$ cat src/rtl/cnn_pkg.sv
// Shared constants and state encoding for the CNN I/O front end.
package cnn_pkg;

    localparam int WORD_W    = 32;
    localparam int IMG_DEPTH = 48;
    localparam int KER_DEPTH = 27;
    localparam int WGT_DEPTH = 4;
    localparam int OUT_WORDS = 4;

    // A frame is IMG_DEPTH beats long, so the image index width also covers beat numbers.
    localparam int BEAT_W = $clog2(IMG_DEPTH);

    typedef enum logic [1:0] {
        IDLE,
        LOAD,
        WAIT_CORE,
        EMIT
    } state_t;

endpackage

$ cat src/rtl/cnn_io_frontend_if.sv
// Host-side frame bus: input beats towards the front end, result words back out.
interface cnn_io_frontend_if;
    import cnn_pkg::*;

    logic              in_valid;
    logic [WORD_W-1:0] Img;
    logic [WORD_W-1:0] Kernel;
    logic [WORD_W-1:0] Weight;
    logic [1:0]        Opt;
    logic              out_valid;
    logic [WORD_W-1:0] out;

    // Host side drives frames and receives results.
    modport master (
        output in_valid, Img, Kernel, Weight, Opt,
        input  out_valid, out
    );

    // Front end receives frames and drives results.
    modport slave (
        input  in_valid, Img, Kernel, Weight, Opt,
        output out_valid, out
    );

endinterface

$ cat src/rtl/cnn_out_serializer.sv
// Loads one OUT_WORDS-wide result and plays it out one word per cycle, word0 first.
// out is held at zero whenever out_valid is low.
module cnn_out_serializer
    import cnn_pkg::*;
(
    input  logic                        clk,
    input  logic                        rst_n,
    input  logic                        load,
    input  logic [OUT_WORDS*WORD_W-1:0] data,
    output logic                        out_valid,
    output logic [WORD_W-1:0]           out,
    output logic                        last
);

    localparam int CNT_W = $clog2(OUT_WORDS);

    logic [(OUT_WORDS-1)*WORD_W-1:0] shreg;
    logic [CNT_W-1:0]                remain;

    // Word shifter: first word goes straight to out on load, the rest drain from shreg.
    always_ff @(posedge clk or negedge rst_n) begin
        if (!rst_n) begin
            out_valid <= 1'b0;
            out       <= '0;
            shreg     <= '0;
            remain    <= '0;
        end else if (load) begin
            out_valid <= 1'b1;
            out       <= data[WORD_W-1:0];
            shreg     <= data[OUT_WORDS*WORD_W-1:WORD_W];
            remain    <= CNT_W'(OUT_WORDS - 1);
        end else if (out_valid && (remain != '0)) begin
            out    <= shreg[WORD_W-1:0];
            shreg  <= {{WORD_W{1'b0}}, shreg[(OUT_WORDS-1)*WORD_W-1:WORD_W]};
            remain <= remain - 1'b1;
        end else begin
            out_valid <= 1'b0;
            out       <= '0;
        end
    end

    // High during the final word so the controller can leave EMIT on the same edge.
    assign last = out_valid && (remain == '0);

endmodule

$ cat src/rtl/cnn_io_frontend.sv
// CNN I/O front end: captures a 48-beat frame into image/kernel/weight buffers,
// hands off to the core, waits (bounded) for its 128-bit result and serialises it.
module cnn_io_frontend
    import cnn_pkg::*;
#(
    parameter int TIMEOUT = 1000
) (
    input  logic                        clk,
    input  logic                        rst_n,
    cnn_io_frontend_if.slave            bus,
    input  logic [5:0]                  img_idx,
    output logic [WORD_W-1:0]           img_rd,
    input  logic [4:0]                  ker_idx,
    output logic [WORD_W-1:0]           ker_rd,
    input  logic [1:0]                  wgt_idx,
    output logic [WORD_W-1:0]           wgt_rd,
    output logic [1:0]                  opt_q,
    output logic                        load_done,
    input  logic                        res_valid,
    input  logic [OUT_WORDS*WORD_W-1:0] res_data,
    output logic                        res_ready,
    output logic                        proto_err
);

    state_t              state;
    logic [BEAT_W-1:0]   beat_cnt;
    logic [31:0]         wait_cnt;
    logic                frame_beat;
    logic [BEAT_W-1:0]   beat_idx;
    logic                ser_load;
    logic                ser_last;

    logic [WORD_W-1:0] img_buf [IMG_DEPTH];
    logic [WORD_W-1:0] ker_buf [KER_DEPTH];
    logic [WORD_W-1:0] wgt_buf [WGT_DEPTH];

    // Decide whether this cycle carries a frame beat and which buffer slot it targets.
    always_comb begin
        // NOTE: combinational blocks use blocking '=' and assign every output a default first, so no latch can be inferred.
        frame_beat = 1'b0;
        beat_idx   = '0;
        if (bus.in_valid) begin
            if (state == IDLE) begin
                frame_beat = 1'b1;
            end else if (state == LOAD) begin
                frame_beat = 1'b1;
                beat_idx   = beat_cnt;
            end
        end
    end

    // Buffer writes; kernel and weight buffers only take the leading beats of a frame.
    // NOTE: the buffers deliberately have no reset - their contents are only meaningful once written, and a reset would stop them mapping to plain RAM.
    always_ff @(posedge clk) begin
        if (frame_beat) begin
            img_buf[beat_idx] <= bus.Img;
            if (beat_idx < BEAT_W'(KER_DEPTH)) ker_buf[beat_idx[4:0]] <= bus.Kernel;
            if (beat_idx < BEAT_W'(WGT_DEPTH)) wgt_buf[beat_idx[1:0]] <= bus.Weight;
        end
    end

    // Core read ports; indices past the buffer depth read as zero.
    assign img_rd = (img_idx < 6'(IMG_DEPTH)) ? img_buf[img_idx] : '0;
    assign ker_rd = (ker_idx < 5'(KER_DEPTH)) ? ker_buf[ker_idx] : '0;
    assign wgt_rd = wgt_buf[wgt_idx];  // 2-bit index spans exactly the four weight slots

    assign ser_load = (state == WAIT_CORE) && res_valid && res_ready;

    // Frame controller: load, core hand-off with timeout, emission, sticky error tracking.
    always_ff @(posedge clk or negedge rst_n) begin
        if (!rst_n) begin
            state     <= IDLE;
            beat_cnt  <= '0;
            wait_cnt  <= '0;
            load_done <= 1'b0;
            res_ready <= 1'b0;
            proto_err <= 1'b0;
            opt_q     <= '0;
        end else begin
            load_done <= 1'b0;
            case (state)
                IDLE: begin
                    if (bus.in_valid) begin
                        opt_q    <= bus.Opt;
                        beat_cnt <= BEAT_W'(1);
                        state    <= LOAD;
                    end
                end
                LOAD: begin
                    if (!bus.in_valid) begin
                        // Frame ended early: discard it.
                        proto_err <= 1'b1;
                        beat_cnt  <= '0;
                        state     <= IDLE;
                    end else if (beat_cnt == BEAT_W'(IMG_DEPTH - 1)) begin
                        load_done <= 1'b1;
                        res_ready <= 1'b1;
                        wait_cnt  <= '0;
                        beat_cnt  <= '0;
                        state     <= WAIT_CORE;
                    end else begin
                        beat_cnt <= beat_cnt + 1'b1;
                    end
                end
                WAIT_CORE: begin
                    if (bus.in_valid) proto_err <= 1'b1;
                    if (res_valid && res_ready) begin
                        res_ready <= 1'b0;
                        state     <= EMIT;
                    end else if (wait_cnt == 32'(TIMEOUT - 1)) begin
                        proto_err <= 1'b1;
                        res_ready <= 1'b0;
                        state     <= IDLE;
                    end else begin
                        wait_cnt <= wait_cnt + 1'b1;
                    end
                end
                EMIT: begin
                    if (bus.in_valid) proto_err <= 1'b1;
                    if (ser_last) state <= IDLE;
                end
                default: state <= IDLE;
            endcase
        end
    end

    cnn_out_serializer u_ser (
        .clk       (clk),
        .rst_n     (rst_n),
        .load      (ser_load),
        .data      (res_data),
        .out_valid (bus.out_valid),
        .out       (bus.out),
        .last      (ser_last)
    );

endmodule

$ cat src/flat_wrapper.sv
// flat-port wrapper written by rule: the top's interface ports become plain ports
module cnn_io_frontend_flat import cnn_pkg::*;
#(
    parameter int TIMEOUT = 1000
)
  (clk, rst_n, img_idx, img_rd, ker_idx, ker_rd, wgt_idx, wgt_rd, opt_q, load_done, res_valid, res_data, res_ready, proto_err, bus_in_valid, bus_Img, bus_Kernel, bus_Weight, bus_Opt, bus_out_valid, bus_out);
  cnn_io_frontend_if bus_i ();
  input  logic clk;
  input  logic rst_n;
  input  logic [5:0] img_idx;
  output logic [WORD_W-1:0] img_rd;
  input  logic [4:0] ker_idx;
  output logic [WORD_W-1:0] ker_rd;
  input  logic [1:0] wgt_idx;
  output logic [WORD_W-1:0] wgt_rd;
  output logic [1:0] opt_q;
  output logic load_done;
  input  logic res_valid;
  input  logic [OUT_WORDS*WORD_W-1:0] res_data;
  output logic res_ready;
  output logic proto_err;
  input wire logic [$bits(bus_i.in_valid)-1:0] bus_in_valid;
  input wire logic [$bits(bus_i.Img)-1:0] bus_Img;
  input wire logic [$bits(bus_i.Kernel)-1:0] bus_Kernel;
  input wire logic [$bits(bus_i.Weight)-1:0] bus_Weight;
  input wire logic [$bits(bus_i.Opt)-1:0] bus_Opt;
  output wire logic [$bits(bus_i.out_valid)-1:0] bus_out_valid;
  output wire logic [$bits(bus_i.out)-1:0] bus_out;
  assign bus_i.in_valid = bus_in_valid;
  assign bus_i.Img = bus_Img;
  assign bus_i.Kernel = bus_Kernel;
  assign bus_i.Weight = bus_Weight;
  assign bus_i.Opt = bus_Opt;
  assign bus_out_valid = bus_i.out_valid;
  assign bus_out = bus_i.out;
  cnn_io_frontend #(.TIMEOUT(TIMEOUT)) u_core (.clk(clk), .rst_n(rst_n), .bus(bus_i), .img_idx(img_idx), .img_rd(img_rd), .ker_idx(ker_idx), .ker_rd(ker_rd), .wgt_idx(wgt_idx), .wgt_rd(wgt_rd), .opt_q(opt_q), .load_done(load_done), .res_valid(res_valid), .res_data(res_data), .res_ready(res_ready), .proto_err(proto_err));
endmodule
$ cat config.mk
export PLATFORM = sky130hd
export DESIGN_NAME = cnn_io_frontend_flat
export DESIGN_NICKNAME = d
export VERILOG_FILES = /design/src/rtl/cnn_pkg.sv /design/src/rtl/cnn_io_frontend_if.sv /design/src/rtl/cnn_out_serializer.sv /design/src/rtl/cnn_io_frontend.sv /design/src/flat_wrapper.sv
export SDC_FILE = /design/constraint.sdc
export NUM_CORES = 2
export LEC_CHECK = 0
export ABC_AREA = 1
export BUFFER_PORTS_ARGS = -buffer_cell sky130_fd_sc_hd__buf_2
export CORE_ASPECT_RATIO = 1.1
export CORE_MARGIN = 5
export CORE_UTILIZATION = 25
export CTS_CLUSTER_SIZE = 24
export DETAILED_ROUTE_END_ITERATION = 6
export SLEW_MARGIN = 20
export SYNTH_ARGS = -nofsm -noshare
export SYNTH_HDL_FRONTEND = slang
export SYNTH_SLANG_ARGS = --single-unit
$ cat constraint.sdc
create_clock -name clk -period 8.2 [get_ports clk]
set_input_delay 0.41 -clock clk [delete_from_list [all_inputs] [get_ports clk]]
set_output_delay 0.41 -clock clk [all_outputs]
set_load 0.02 [all_outputs]
==> run metrics <==
CTS clk-pin slew, worst paths 0.06 ns; I/O Buffers 376; R2R depth 9; top cell type's share of synthesized area 68.6%; Post-Syn Area per Cell 11.8 µm²; Leak 46.3 nW; Mapped Cells 9,416; area growth from synthesis to final layout 17.3%; Hold WS 0.117 ns; Yosys cell types 45; Clk Latency, worst-skew pair 0.93 ns; synth cell count leaders 2,528 x edfxtp_1, 2,115 x nand2_1, 997 x nor2_1; initial antenna violation count 27; Top cell by count, worst path nand2_1; mean routed wirelength per cell 20.6 µm; fraction of layout cells with a size suffix above 1 10.6%; FF-to-FF Start u_core.state[0]; total congestion overflow 0; vias per cell 4.67; most numerous cell in the Yosys netlist edfxtp_1; R2R setup slack 4.39 ns; CP cell instances buf_8 -> buf_4 -> buf_4 -> o21ai_0 -> o211ai_1 -> nand3_1 -> nand2_1 -> nand2_1 -> nand2_1 -> buf_2; status finished clean; Final setup viols 0; post-synthesis sequential area ratio 72.6%; row count 256; ys async rst share 6.51%; initial core utilization 25.1%; via count of the first global-routing pass 71,100; RSZ-0062 raised after global routing no; CTS tree built; Power Density 224 nW/µm²; top cells by area, synth edfxtp_1 69%, nand2_1 7.2%, nand3_1 4.2%; HP Class in2reg; Relative slew margins 23.2%; Net Count, Synth 9,662; Crit path max-delay family buffers and inverters; First-pass DRT Iterations 5; Final Hold Vio Count 0; slowest CP cell buf_4; Tot GR Track Use 13.7%; reg-to-reg endpoint u_core.img_buf[1][0]; mapped cell area 111,000 µm²; Crit path largest cell delay 0.84 ns; critical path data required time 7.79 ns; Max Freq 229 MHz; YS warnings 0; core box area 441,000 µm²; Final Wtd Congestion 0.793; largest net degree at the start of global routing 196; hold path startpoint bus_in_valid; power consumption 0.0291 W; HPWL after detailed placement 167,000 µm; Post-synth top flop edfxtp_1; max-cap viol count 0; Top-Level Pins 377; Die Area 456,000 µm²; chip height 708 µm; hold path cells 3; Peak supply drop 160 µV; Post-DRT Antenna Nets 0; Num CTS Buffers 278; final period utilization 53.2%; DR iter-0 viols 6,838; Crit Path Max Fanout 124; Via Count 74,000; Post-CTS Setup Inserts 0; Root Driver clkbuf_16; CP Capture Type output port; first-pass GRT wire length 478,000 µm; FF+latch count, synth 2,704; Hold Path End u_core.opt_q[0]; fin nets 10,100; CTS max path bufs 4; worst path bufs/invs 4; DR DRC count 0; Hold-fix buffers, CTS 196; critical path launch point type primary input; Slew @ Worst Pin 1.15 ns; Post-CTS Resized 0; skew final 0.107 ns; Routed WL 327,000 µm; H-tree depth 5; post-route minimum period 4.36 ns; area leader, netlist edfxtp_1; worst path arrival time 3.95 ns; Post-synth EDFFs 2,528; Die X 644 µm; Filler cells 44,400; final slew viol count 0; WS Path Type in2out; setup TNS 0 ns; clk sinks 2,704
## registers in the layout, summed over array words and instances (netlist names)
name / cells
u_core.img_buf: 1536
u_core.ker_buf: 864
u_core.wgt_buf: 128
u_core.u_ser.shreg: 96
u_core.u_ser.out: 32
u_core.wait_cnt: 32
u_core.beat_cnt: 6
u_core.opt_q: 2
u_core.state: 2
u_core.u_ser.remain: 2
u_core.load_done: 1
u_core.proto_err: 1
u_core.res_ready: 1
u_core.u_ser.out_valid: 1
## final cells by class
class / count / area (µm²) / share of cell area [%]
inverter: 616 / 2360 / 1.82
multi-input combinational: 5515 / 26000 / 20.0
tap: 5805 / 7260 / 5.59
antenna: 5 / 12.5 / 0.00964
sequential: 2704 / 80300 / 61.9
clock buffer: 350 / 7360 / 5.67
timing repair buffer: 723 / 5150 / 3.97
clock inverter: 139 / 1380 / 1.06
## routing by layer
layer  track usage, %  share of wire, %
met1             17.8                41
met2             22.8                48
met4             5.62               4.3
met5                0             0.042
met3             2.28               7.4
## placed cells by master (no fill, tap or decap), types with 5 or more instances in the layout
cell type | netlist | routed
clkbuf_1 | 260 | 64
o311ai_1 | 20 | 20
inv_6 | 0 | 13
a21oi_1 | 124 | 124
nor3_2 | 1 | 10
clkinv_1 | 2 | 45
bufinv_16 | 0 | 16
xor2_1 | 12 | 12
inv_8 | 0 | 6
o221ai_1 | 22 | 22
buf_4 | 38 | 142
dfrtp_1 | 176 | 176
clkbuf_16 | 0 | 283
o31ai_1 | 11 | 11
inv_2 | 13 | 7
o21ai_0 | 659 | 659
nor2_4 | 2 | 71
diode_2 | 0 | 5
o211ai_1 | 394 | 394
nor2_1 | 997 | 926
clkinvlp_4 | 0 | 11
nand3_1 | 938 | 937
a22o_1 | 37 | 37
or2_2 | 31 | 31
clkinv_16 | 0 | 6
edfxtp_1 | 2528 | 2528
clkbuf_8 | 0 | 5
buf_2 | 215 | 368
nand2_2 | 4 | 8
nand2_1 | 2115 | 2111
o22ai_1 | 97 | 97
clkinv_2 | 0 | 40
nand4_1 | 5 | 5
dlygate4sd3_1 | 0 | 197
nor3_1 | 17 | 8
inv_1 | 601 | 597
buf_12 | 0 | 9
nor2_2 | 5 | 7
## per-stage QoR
| stage | setup slack (ns) | cells | cell area [µm²] | util [%] |
|---|---|---|---|---|
| after detailed placement | 3.81 | 15200 | 119000 | 27.0 |
| after CTS | 3.78 | 15900 | 130000 | 29.4 |
| after floorplan | 3.60 | 9416 | 111000 | - |
| after global routing | 3.61 | 15900 | 130000 | 29.4 |
| after global placement | 3.81 | 15200 | 119000 | 27.0 |
| final | 3.84 | 15900 | 130000 | 29.4 |
## cells by family after synthesis
logic type / synth area share, %
multiplexers: 0.0204
XOR/XNOR: 0.111
adder cells (fa/ha/maj): 0.0339
AND/OR/NAND/NOR: 15.2
flip-flops: 72.6
AO/OA/AOI/OAI: 7.52
buffers and inverters: 4.47
## how the worst max path moves through the flow
stage,cells after the start,end,start
2_1_floorplan,6,u_core.img_buf[39][0],u_core.state[0]
3_3_place_gp,12,img_rd[16],img_idx[0]
3_5_place_dp,10,img_rd[12],img_idx[0]
4_1_cts,10,img_rd[12],img_idx[0]
5_1_grt,12,img_rd[16],img_idx[0]
6_report,10,img_rd[12],img_idx[0]
## power breakdown
group / total, W / internal [W] / switching [W]
registers: 0.0151 / 0.0151 / 0.00000000000000000000751
clock network: 0.0124 / 0.00693 / 0.00546
logic: 0.00165 / 0.000446 / 0.00121
## tightest hold or removal path: cells and delay by family
| kind | cells | cell delay, ns |
|---|---|---|
| buf+inv | 1 | 0.20 |
| mux | 1 | 0.18 |
| simple gates | 1 | 0.19 |
Note: power is estimated with default switching activity, not from simulation.
